[src/rtl/uart_host_pkg.sv]
// Shared definitions for the UART APB host controller: slave register map,
// STATUS bit positions and controller FSM states.
// Optional feature macro: UART_HOST_CTRL_RR_EN (round-robin TX arbitration).
package uart_host_pkg;

   // UART slave byte addresses
   localparam logic [4:0] AddrTx     = 5'h00;
   localparam logic [4:0] AddrRx     = 5'h04;
   localparam logic [4:0] AddrCtrl1  = 5'h08;
   localparam logic [4:0] AddrCtrl2  = 5'h0C;
   localparam logic [4:0] AddrStatus = 5'h10;

   // STATUS register bit indices
   localparam int unsigned StatTxRdy    = 0;
   localparam int unsigned StatRxRdy    = 1;
   localparam int unsigned StatParity   = 2;
   localparam int unsigned StatOverflow = 3;
   localparam int unsigned StatFraming  = 4;

   typedef enum logic [2:0] {
      StInitC1,
      StInitC2,
      StIdleGap,
      StPoll,
      StRxRd,
      StTxWr
   } state_t;

endpackage

[src/rtl/uart_host_arb.sv]
// TX requester arbiter. Fixed priority (lowest index wins) by default; with
// UART_HOST_CTRL_RR_EN defined, round-robin starting after the last grant.
module uart_host_arb #(
   parameter int unsigned NUM_REQ = 2,
   parameter int unsigned IdxW    = 1
) (
`ifdef UART_HOST_CTRL_RR_EN
   input  logic                PCLK,
   input  logic                PRESETN,
   input  logic                upd_i,
   input  logic [IdxW-1:0]     upd_idx_i,
`endif
   input  logic [NUM_REQ-1:0]  req_valid_i,
   output logic [IdxW-1:0]     gnt_idx_o,
   output logic                gnt_any_o
);

`ifdef UART_HOST_CTRL_RR_EN
   logic [IdxW-1:0] ptr_q, ptr_d;

   // Pointer moves to the requester after the one just served
   always_comb begin
      ptr_d = ptr_q;
      if (upd_i) begin
         ptr_d = (32'(upd_idx_i) == NUM_REQ - 1) ? '0 : upd_idx_i + 1'b1;
      end
   end

   // Pointer register
   always_ff @(posedge PCLK) begin
      if (!PRESETN) ptr_q <= '0;
      else          ptr_q <= ptr_d;
   end

   // First pass covers ptr..N-1; the second pass then finds the wrapped winner
   always_comb begin
      gnt_idx_o = '0;
      gnt_any_o = 1'b0;
      for (int unsigned j = 0; j < NUM_REQ; j++) begin
         if (!gnt_any_o && req_valid_i[j] && (j >= 32'(ptr_q))) begin
            gnt_any_o = 1'b1;
            gnt_idx_o = IdxW'(j);
         end
      end
      for (int unsigned j = 0; j < NUM_REQ; j++) begin
         if (!gnt_any_o && req_valid_i[j]) begin
            gnt_any_o = 1'b1;
            gnt_idx_o = IdxW'(j);
         end
      end
   end
`else
   // Lowest valid index wins
   always_comb begin
      gnt_idx_o = '0;
      gnt_any_o = 1'b0;
      for (int unsigned j = 0; j < NUM_REQ; j++) begin
         if (!gnt_any_o && req_valid_i[j]) begin
            gnt_any_o = 1'b1;
            gnt_idx_o = IdxW'(j);
         end
      end
   end
`endif

endmodule

[src/rtl/uart_apb_host_ctrl.sv]
// APB3 master driving a UART slave: one-time init of baud/frame control, then
// a STATUS polling loop that forwards RX bytes to one consumer and writes TX
// bytes from NUM_REQ arbitrated requesters.
// Optional feature macro: UART_HOST_CTRL_RR_EN (round-robin TX arbitration).
module uart_apb_host_ctrl
   import uart_host_pkg::*;
#(
   parameter int unsigned NUM_REQ    = 2,
   parameter logic [12:0] BAUD_VALUE = 13'd0,
   parameter logic        BIT8       = 1'b1,
   parameter logic        PARITY_EN  = 1'b0,
   parameter logic        ODD_N_EVEN = 1'b0
) (
   input  logic                   PCLK,
   input  logic                   PRESETN,
   output logic [4:0]             PADDR,
   output logic                   PSEL,
   output logic                   PENABLE,
   output logic                   PWRITE,
   output logic [7:0]             PWDATA,
   input  logic [7:0]             PRDATA,
   input  logic                   PREADY,
   input  logic                   PSLVERR,
   input  logic [NUM_REQ-1:0]     req_valid,
   input  logic [8*NUM_REQ-1:0]   req_data,
   output logic [NUM_REQ-1:0]     req_ack,
   output logic [7:0]             rx_data,
   output logic                   rx_valid,
   input  logic                   rx_ready,
   output logic [2:0]             err_flags,
   input  logic                   err_clr,
   output logic                   init_done,
   output logic [7:0]             slverr_cnt
);

   localparam int unsigned IdxW = (NUM_REQ > 1) ? $clog2(NUM_REQ) : 1;

   state_t              state_q, state_d, ret_q, ret_d, tgt;
   logic                psel_q, psel_d, penable_q, penable_d, pwrite_q, pwrite_d;
   logic [4:0]          paddr_q, paddr_d;
   logic [7:0]          pwdata_q, pwdata_d, rx_data_q, rx_data_d, slverr_q, slverr_d, tx_byte;
   logic [IdxW-1:0]     gnt_q, gnt_d, gnt_idx;
   logic                gnt_any;
   logic [NUM_REQ-1:0]  ack_q, ack_d;
   logic                rx_valid_q, rx_valid_d, init_done_q, init_done_d;
   logic [2:0]          err_q, err_d;

   uart_host_arb #(
      .NUM_REQ (NUM_REQ),
      .IdxW    (IdxW)
   ) u_arb (
`ifdef UART_HOST_CTRL_RR_EN
      .PCLK        (PCLK),
      .PRESETN     (PRESETN),
      .upd_i       (psel_q & penable_q & PREADY & (state_q == StTxWr)),
      .upd_idx_i   (gnt_q),
`endif
      .req_valid_i (req_valid),
      .gnt_idx_o   (gnt_idx),
      .gnt_any_o   (gnt_any)
   );

   // Next-state: setup when PSEL is low, then access until PREADY, then one gap cycle
   always_comb begin
      state_d     = state_q;
      ret_d       = ret_q;
      gnt_d       = gnt_q;
      psel_d      = psel_q;
      penable_d   = penable_q;
      pwrite_d    = pwrite_q;
      paddr_d     = paddr_q;
      pwdata_d    = pwdata_q;
      ack_d       = '0;
      rx_valid_d  = rx_valid_q & ~rx_ready;
      rx_data_d   = rx_data_q;
      err_d       = err_clr ? 3'b000 : err_q;
      init_done_d = init_done_q;
      slverr_d    = slverr_q;
      tgt         = (state_q == StIdleGap) ? ret_q : state_q;
      tx_byte     = '0;
      for (int unsigned i = 0; i < NUM_REQ; i++) begin
         if (gnt_q == IdxW'(i)) tx_byte = req_data[8*i +: 8];
      end

      if (!psel_q) begin
         state_d   = tgt;
         psel_d    = 1'b1;
         penable_d = 1'b0;
         unique case (tgt)
            StInitC1: begin
               paddr_d = AddrCtrl1; pwrite_d = 1'b1; pwdata_d = BAUD_VALUE[7:0];
            end
            StInitC2: begin
               paddr_d  = AddrCtrl2; pwrite_d = 1'b1;
               pwdata_d = {BAUD_VALUE[12:8], ODD_N_EVEN, PARITY_EN, BIT8};
            end
            StRxRd: begin
               paddr_d = AddrRx; pwrite_d = 1'b0; pwdata_d = '0;
            end
            StTxWr: begin
               paddr_d = AddrTx; pwrite_d = 1'b1; pwdata_d = tx_byte;
            end
            default: begin
               paddr_d = AddrStatus; pwrite_d = 1'b0; pwdata_d = '0;
            end
         endcase
      end else if (!penable_q) begin
         penable_d = 1'b1;
      end else if (PREADY) begin
         psel_d    = 1'b0;
         penable_d = 1'b0;
         pwrite_d  = 1'b0;
         state_d   = StIdleGap;
         ret_d     = StPoll;
         if (PSLVERR && (slverr_q != 8'hFF)) slverr_d = slverr_q + 8'd1;
         unique case (state_q)
            StInitC1: ret_d = StInitC2;
            StInitC2: init_done_d = 1'b1;
            StPoll: begin
               // Error set wins over a simultaneous clear
               err_d = err_d | PRDATA[StatFraming:StatParity];
               if (PRDATA[StatRxRdy] && !rx_valid_q) begin
                  ret_d = StRxRd;
               end else if (PRDATA[StatTxRdy] && gnt_any) begin
                  ret_d = StTxWr;
                  gnt_d = gnt_idx;
               end
            end
            StRxRd: begin
               rx_data_d  = PRDATA;
               rx_valid_d = 1'b1;
            end
            StTxWr: begin
               for (int unsigned i = 0; i < NUM_REQ; i++) ack_d[i] = (gnt_q == IdxW'(i));
            end
            default: ;
         endcase
      end
   end

   // Controller state and registered outputs
   always_ff @(posedge PCLK) begin
      if (!PRESETN) begin
         state_q     <= StInitC1;
         ret_q       <= StPoll;
         gnt_q       <= '0;
         psel_q      <= 1'b0;
         penable_q   <= 1'b0;
         pwrite_q    <= 1'b0;
         paddr_q     <= '0;
         pwdata_q    <= '0;
         ack_q       <= '0;
         rx_valid_q  <= 1'b0;
         rx_data_q   <= '0;
         err_q       <= '0;
         init_done_q <= 1'b0;
         slverr_q    <= '0;
      end else begin
         state_q     <= state_d;
         ret_q       <= ret_d;
         gnt_q       <= gnt_d;
         psel_q      <= psel_d;
         penable_q   <= penable_d;
         pwrite_q    <= pwrite_d;
         paddr_q     <= paddr_d;
         pwdata_q    <= pwdata_d;
         ack_q       <= ack_d;
         rx_valid_q  <= rx_valid_d;
         rx_data_q   <= rx_data_d;
         err_q       <= err_d;
         init_done_q <= init_done_d;
         slverr_q    <= slverr_d;
      end
   end

   assign PSEL       = psel_q;
   assign PENABLE    = penable_q;
   assign PWRITE     = pwrite_q;
   assign PADDR      = paddr_q;
   assign PWDATA     = pwdata_q;
   assign req_ack    = ack_q;
   assign rx_valid   = rx_valid_q;
   assign rx_data    = rx_data_q;
   assign err_flags  = err_q;
   assign init_done  = init_done_q;
   assign slverr_cnt = slverr_q;

endmodule
[config.mk]
export PLATFORM = sky130hd
export DESIGN_NAME = uart_apb_host_ctrl
export DESIGN_NICKNAME = d
export VERILOG_FILES = /design/src/rtl/uart_host_pkg.sv /design/src/rtl/uart_host_arb.sv /design/src/rtl/uart_apb_host_ctrl.sv
export SDC_FILE = /design/constraint.sdc
export NUM_CORES = 1
export LEC_CHECK = 0
export CELL_PAD_IN_SITES_DETAIL_PLACEMENT = 1
export CELL_PAD_IN_SITES_GLOBAL_PLACEMENT = 1
export CORE_ASPECT_RATIO = 1.2
export CORE_MARGIN = 4
export CORE_UTILIZATION = 34
export CTS_CLUSTER_DIAMETER = 150
export DETAILED_ROUTE_END_ITERATION = 10
export HOLD_SLACK_MARGIN = 0.1
export PLACE_DENSITY_LB_ADDON = 0.1
export SLEW_MARGIN = 10
export SYNTH_ARGS = -nofsm -noshare
export SYNTH_HDL_FRONTEND = slang
export SYNTH_SLANG_ARGS = --single-unit
[constraint.sdc]
create_clock -name PCLK -period 2.2 [get_ports PCLK]
set_clock_uncertainty 0.1 [all_clocks]
set_input_delay 0.44 -clock PCLK [delete_from_list [all_inputs] [get_ports PCLK]]
set_output_delay 0.44 -clock PCLK [all_outputs]
set_load 0.1 [all_outputs]
; Word-level counts from Yosys, hierarchy flattened
; Index checks and enable logic that the tools add are counted.
[totals]
regBits = 46
latchBits = 0
ram_bits = 0
mem_bits_ro = 0
out_inout_bits = 39
word_cells = 77
memories = 0
[classes]
add_sub_neg = 1
mul = 0
div = 0
magnitude_cmp = 0
eq_ne = 11
shift = 0
mux = 29
n_bitwise = 5
reduce_logical = 17
[op_table]
columns = op, n
row1 = $mux 3, 11
row2 = $pmux 5 s4, 1
row3 = $pmux 8 s2, 1
row4 = $mux 1, 14
row5 = $eq 3x3->1 const B, 4
row6 = $reduce_and 4->1, 3
row7 = $add 8x1->8 const B, 1
row8 = $mux 8, 1
row9 = $ne 8x8->1 const B, 1
row10 = $eq 3x1->1 const B, 2
row11 = $eq 3x2->1 const B, 2
row12 = $logic_not 3->1, 2
row13 = $pmux 3 s2, 1
row14 = $reduce_and 6->1, 1
row15 = $reduce_and 5->1, 1
row16 = $logic_and 1x1->1, 4
row17 = $reduce_and 2->1, 2
row18 = $not 1->1, 3
row19 = $or 3x3->3, 1
row20 = $reduce_and 3->1, 1
row21 = $reduce_or 3->1, 1
row22 = $logic_not 1->1, 2
row23 = $ne 2x1->1 const B, 1
row24 = $ne 2x2->1 const B, 1
row25 = $and 1x1->1, 1

; Logic depth before layout (Yosys ltp)
[logic_depth]
ltp_word = 8
depth_mapped = 5

; Modules after synthesis
; A second synthesis with hierarchy kept.
[hier_totals]
cells_unflattened = 216
hier_area_um2 = 1884.3
[by_module_without_submodules]
columns = mod, instances, cells_per_inst, area_each_um2, seq_area_each_um2
row1 = uart_apb_host_ctrl, 1, 214, 1871.8, 880.8
row2 = uart_host_arb, 1, 2, 12.5, 0.0

; Least setup slack after synthesis
; OpenSTA, ideal clock, no wires.
[synth_path]
path_type = reg2reg
startpoint = register slverr_q[0], in the netlist slverr_cnt[0]
endpoint = register slverr_q[0], in the netlist slverr_cnt[0]
setup_ns = 0.128
arrival_ns = 2.054
required_ns = 1.972
slack_ns = -0.082
stages_incl_launch_ff = 6
n_path_buf = 0
period_less_slack_ns = 2.282
cell_sequence = dfxtp_1 -> ha_1 -> nand4_1 -> o21ai_0 -> xor2_1 -> nor2_1
[synth_via]
elab_chain_len = 3
word_cells_on_any_way = 4
cone_classes = add/sub (1) / eq/ne (1) / reduce/logical (2)
[synth_rtl]
columns = item, line_no
row1 = "start, declared", uart_apb_host_ctrl.sv:41  ; logic [7:0] pwdata_q, pwdata_d, rx_data_q, rx_data_d, slverr_q, slverr_d, tx_byte;
row2 = "start signal, assigned", uart_apb_host_ctrl.sv:172  ; slverr_q <= slverr_d;
row3 = "parallel branches: the longest is 3 deep, another holds $add 8x1->8", --
; Several ways; the timed one is not identified.
; A chain may end at the register's enable or synchronous reset.

; Worst setup path in the final report
[layout_path]
startpoint = register state_q[0]
endpoint = register pwdata_q[3], in the netlist PWDATA[3]
[layout_via]
elab_chain_len = 4
word_cells_on_any_way = 5
cone_classes = eq/ne (3) / mux (2)
[layout_rtl]
columns = item, line_no
row1 = "start, declared", uart_apb_host_ctrl.sv:38  ; state_t state_q, state_d, ret_q, ret_d, tgt;
row2 = "start signal, assigned", uart_apb_host_ctrl.sv:144  ; state_q <= StInitC1;
row3 = "start signal, assigned", uart_apb_host_ctrl.sv:159  ; state_q <= state_d;
row4 = $eq 3x2->1, uart_apb_host_ctrl.sv:79  ; tgt = (state_q == StIdleGap) ? ret_q : state_q;
row5 = $mux 3 *, uart_apb_host_ctrl.sv:79
row6 = $eq 3x3->1 / $eq 3x1->1 (equally long branches), uart_apb_host_ctrl.sv:89  ; unique case (tgt)
row7 = $pmux 8 s2 *, uart_apb_host_ctrl.sv:89
row8 = "end signal, assigned", uart_apb_host_ctrl.sv:166  ; pwdata_q <= pwdata_d;
row9 = "end, declared", uart_apb_host_ctrl.sv:41
; Mark *: on every way between the ends. The rest lies on a longest branch, timed or not.

==> impl_metrics.py <==
metrics = {
    "clock_network": {
        "numCtsBuffers": 5,
        "hold_buffers": 0,
        "cts_sinks": 44,
        "htreeDepth": 2,
        "path_clk_slew_ns": 0.08,
        "root_buffer": "clkbuf_8",
        "clk_latency_ns": 0.30,
        "cts_setup_buffers": 0,
        "cts_tree": "yes",
        "ctsResizeCount": 0,
        "clk_path_buf_depth": 2,
    },
    "power_and_ir_drop": {
        "irDropWorstVdd_mv": 0.272,
        "powerDensity_nw_per_um2": 635,
        "p_leak_nw": 1.08,
    },
    "critical_path": {
        "cp.required_ns": 2.33,
        "critPathKind": "reg -> reg",
        "crit_arrival_ns": 1.88,
        "r2r_cells": 4,
        "r2r-end": "PWDATA[3]$_SDFFE_PN0N_",
        "cp-end-kind": "flop",
        "regToRegStartpoint": "state_q[0]$_SDFFE_PN0P_",
        "crit_end": "PWDATA[3]$_SDFFE_PN0N_",
        "startpoint": "state_q[0]$_SDFFE_PN0P_",
        "start_kind": "flop",
        "r2r_slack_ns": 0.44,
        "critPathMaxFanout": 10,
    },
    "global_routing": {
        "grt_pass1_wl_mm": 8.94,
        "grt_max_degree": 22,
        "grt_pass1_vias": 1799,
        "antenna_found_initial": 0,
        "grt_usage": 0.156,
        "grt.overflow.total": 0,
    },
    "logic_synthesis": {
        "yosys_warnings": 0,
        "ys_types": 46,
        "yosysSeqAreaShare": 0.459,
        "yosys.area.top_type": "dfxtp_1",
        "synth.avg_cell_area_sq_um": 8.93,
        "synth_area_sq_um": 1920,
        "synth-xor-area-share": 0.0183,
        "synth_area_leaders": "dfxtp_1 (46%), nand2_1 (5.3%), mux2i_1 (4.7%), o21ai_0 (3.9%), nor2_1 (3.7%)",
        "synth.top_cell.area_share": 0.459,
        "yosys.area_share.simple": 0.239,
        "synth_cells": 215,
        "synth_top_family_by_area": "simple AND/OR/NAND/NOR gates",
        "synth-edff-count": 0,
        "synth.area.mux_share": 0.0469,
        "synth_top_flop_cell": "dfxtp_1",
        "synthArstFlopShare": 0,
        "synth_compound_area_frac": 0.178,
        "synth-seq-cells": 44,
        "synthAdderAreaFrac": 0.00652,
    },
    "placement": {
        "place_congestion": 0.715,
        "dp_hpwl_mm": 3.94,
        "port-buffer-count": 68,
        "pre_cts_ws_ns": 0.159,
    },
    "cells_and_area": {
        "final_util": 0.503,
        "multiInputGateArea_sq_um": 945,
        "final_nets": 318,
        "nFillCells": 640,
        "drive_gt1_frac": 0.227,
        "final_common_cell": "buf_4",
        "syn_to_final_growth_pct": 40.7,
        "layout.area.seq_sq_um": 886,
        "mostFrequentLayoutCells": "buf_4 (43), dfxtp_1 (40), clkdlybuf4s50_1 (31), nand2_1 (27), nor2_1 (19)",
        "num_antenna_cells": 0,
    },
    "floorplanning": {
        "start_util": 0.357,
        "die_y_um": 90.3,
        "io_pins": 71,
        "dieWidth_um": 76.6,
        "core.rowCount": 29,
        "core_area_sq_um": 5370,
        "dieArea_sq_um": 6920,
    },
    "worst_hold_path": {
        "min-delay-start": "PWDATA[2]$_SDFFE_PN0N_",
        "hp-class": "reg -> reg",
    },
    "sta": {
        "tightestPinTransition_ns": 0.518,
        "max_clock_freq_ghz": 0.569,
        "slew_viol_final": 0,
        "min_period_ns": 1.76,
        "finalSetupViolCount": 0,
        "hold_violations": 0,
        "relSlewSlack": 0.654,
        "rsz0062_at_grt": "false",
        "fin_tns_setup_ns": 0,
        "fin_ws_ns": 0.444,
        "post-route-period-util": 0.798,
    },
    "routing": {
        "vias": 1753,
        "via_per_inst": 5.04,
        "antenna_left": 0,
        "wl_per_cell_um": 14.8,
        "finalWirelength_mm": 5.14,
        "drt_iter0_drc": 57,
        "drc": 0,
        "first_pass_iters": 4,
    },
    "run_status": {
        "status": "complete, no violations",
    },
    "job": {
        "drv_cap": 0,
    },
}
[final cells by class]
type	instances	share of cell area
Inverter	5	0.00695
Tap cell	62	0.0287
Clock buffer	6	0.0306
Multi-Input combinational cell	154	0.350
Timing Repair Buffer	75	0.242
Clock inverter	2	0.0144
Sequential cell	44	0.328
[how the worst min path moves through the flow]
| stage | slack [ns] | to | cells after the start |
|---|---|---|---|
| 2_1_floorplan | 0.38 | ret_q[1]$_SDFFE_PN1P_ | 2 |
| 3_3_place_gp | 0.34 | PWDATA[2]$_SDFFE_PN0N_ | 2 |
| 3_5_place_dp | 0.35 | PWDATA[7]$_SDFFE_PN0N_ | 2 |
| 4_1_cts | 0.36 | PWDATA[2]$_SDFFE_PN0N_ | 2 |
| 5_1_grt | 0.38 | PWDATA[3]$_SDFFE_PN0N_ | 2 |
| 6_report | 0.36 | PWDATA[2]$_SDFFE_PN0N_ | 2 |
[power by group]
group          internal [mW]  leakage, nW  switching, mW  total, mW
clock network          0.371       0.0614          0.286      0.657
logic                 0.0905        0.660          0.136      0.227
registers              0.809        0.357         0.0224      0.832
[per-stage QoR]
stage	power (mW)	hold WS, ns	std cells	instance area [sq um]
final	1.72	0.357	348	2700
after detailed placement	1.08	0.352	340	2580
after CTS	1.74	0.363	348	2700
after global placement	1.08	0.339	340	2580
after global routing	1.79	0.381	348	2700
after floorplan	0.987	0.376	216	1930
[synth_stat cells (3+ instances only)]
cell	n
nand3_1	12
a21oi_1	8
nor2b_1	3
buf_4	3
o21a_1	4
xor2_1	3
nand2_1	27
o21ai_0	15
clkbuf_1	5
dfxtp_1	44
o211ai_1	3
inv_1	5
mux2i_1	9
o21ai_1	7
and3_1	4
nand4_1	5
buf_2	3
nor2_1	19
[sequential cells by signal (all words and copies together), names as in the netlist]
name        flops
gnt_q           1
slverr_cnt      8
req_ack         2
rx_data         8
rx_valid        1
state_q         3
ret_q           3
init_done       1
PSEL            1
err_flags       3
PWDATA          8
PWRITE          1
PENABLE         1
PADDR           3
[metal layers]
metal / global-route usage / wire (um)
met3: 0.0389 / 241
met2: 0.273 / 2610
met4: 0.0544 / 80
met5: 0 / 0
met1: 0.184 / 2210
[worst max-delay path, stage by stage, from the launching register on]
cell and delay [ns]:
dfxtp_1 0.61, inv_1 0.23, a2111oi_4 0.39, nand2_2 0.17, o21ai_1 0.17
[kinds of logic after synthesis]
logic type,Yosys count
other,1
and+or+nand+nor,87
buffers and inverters,18
DFF,44
AOI/OAI and AO/OA,51
muxes,9
adders and majority gates,1
xor gates and xnor gates,4
Power figures use the tool's default switching activity.
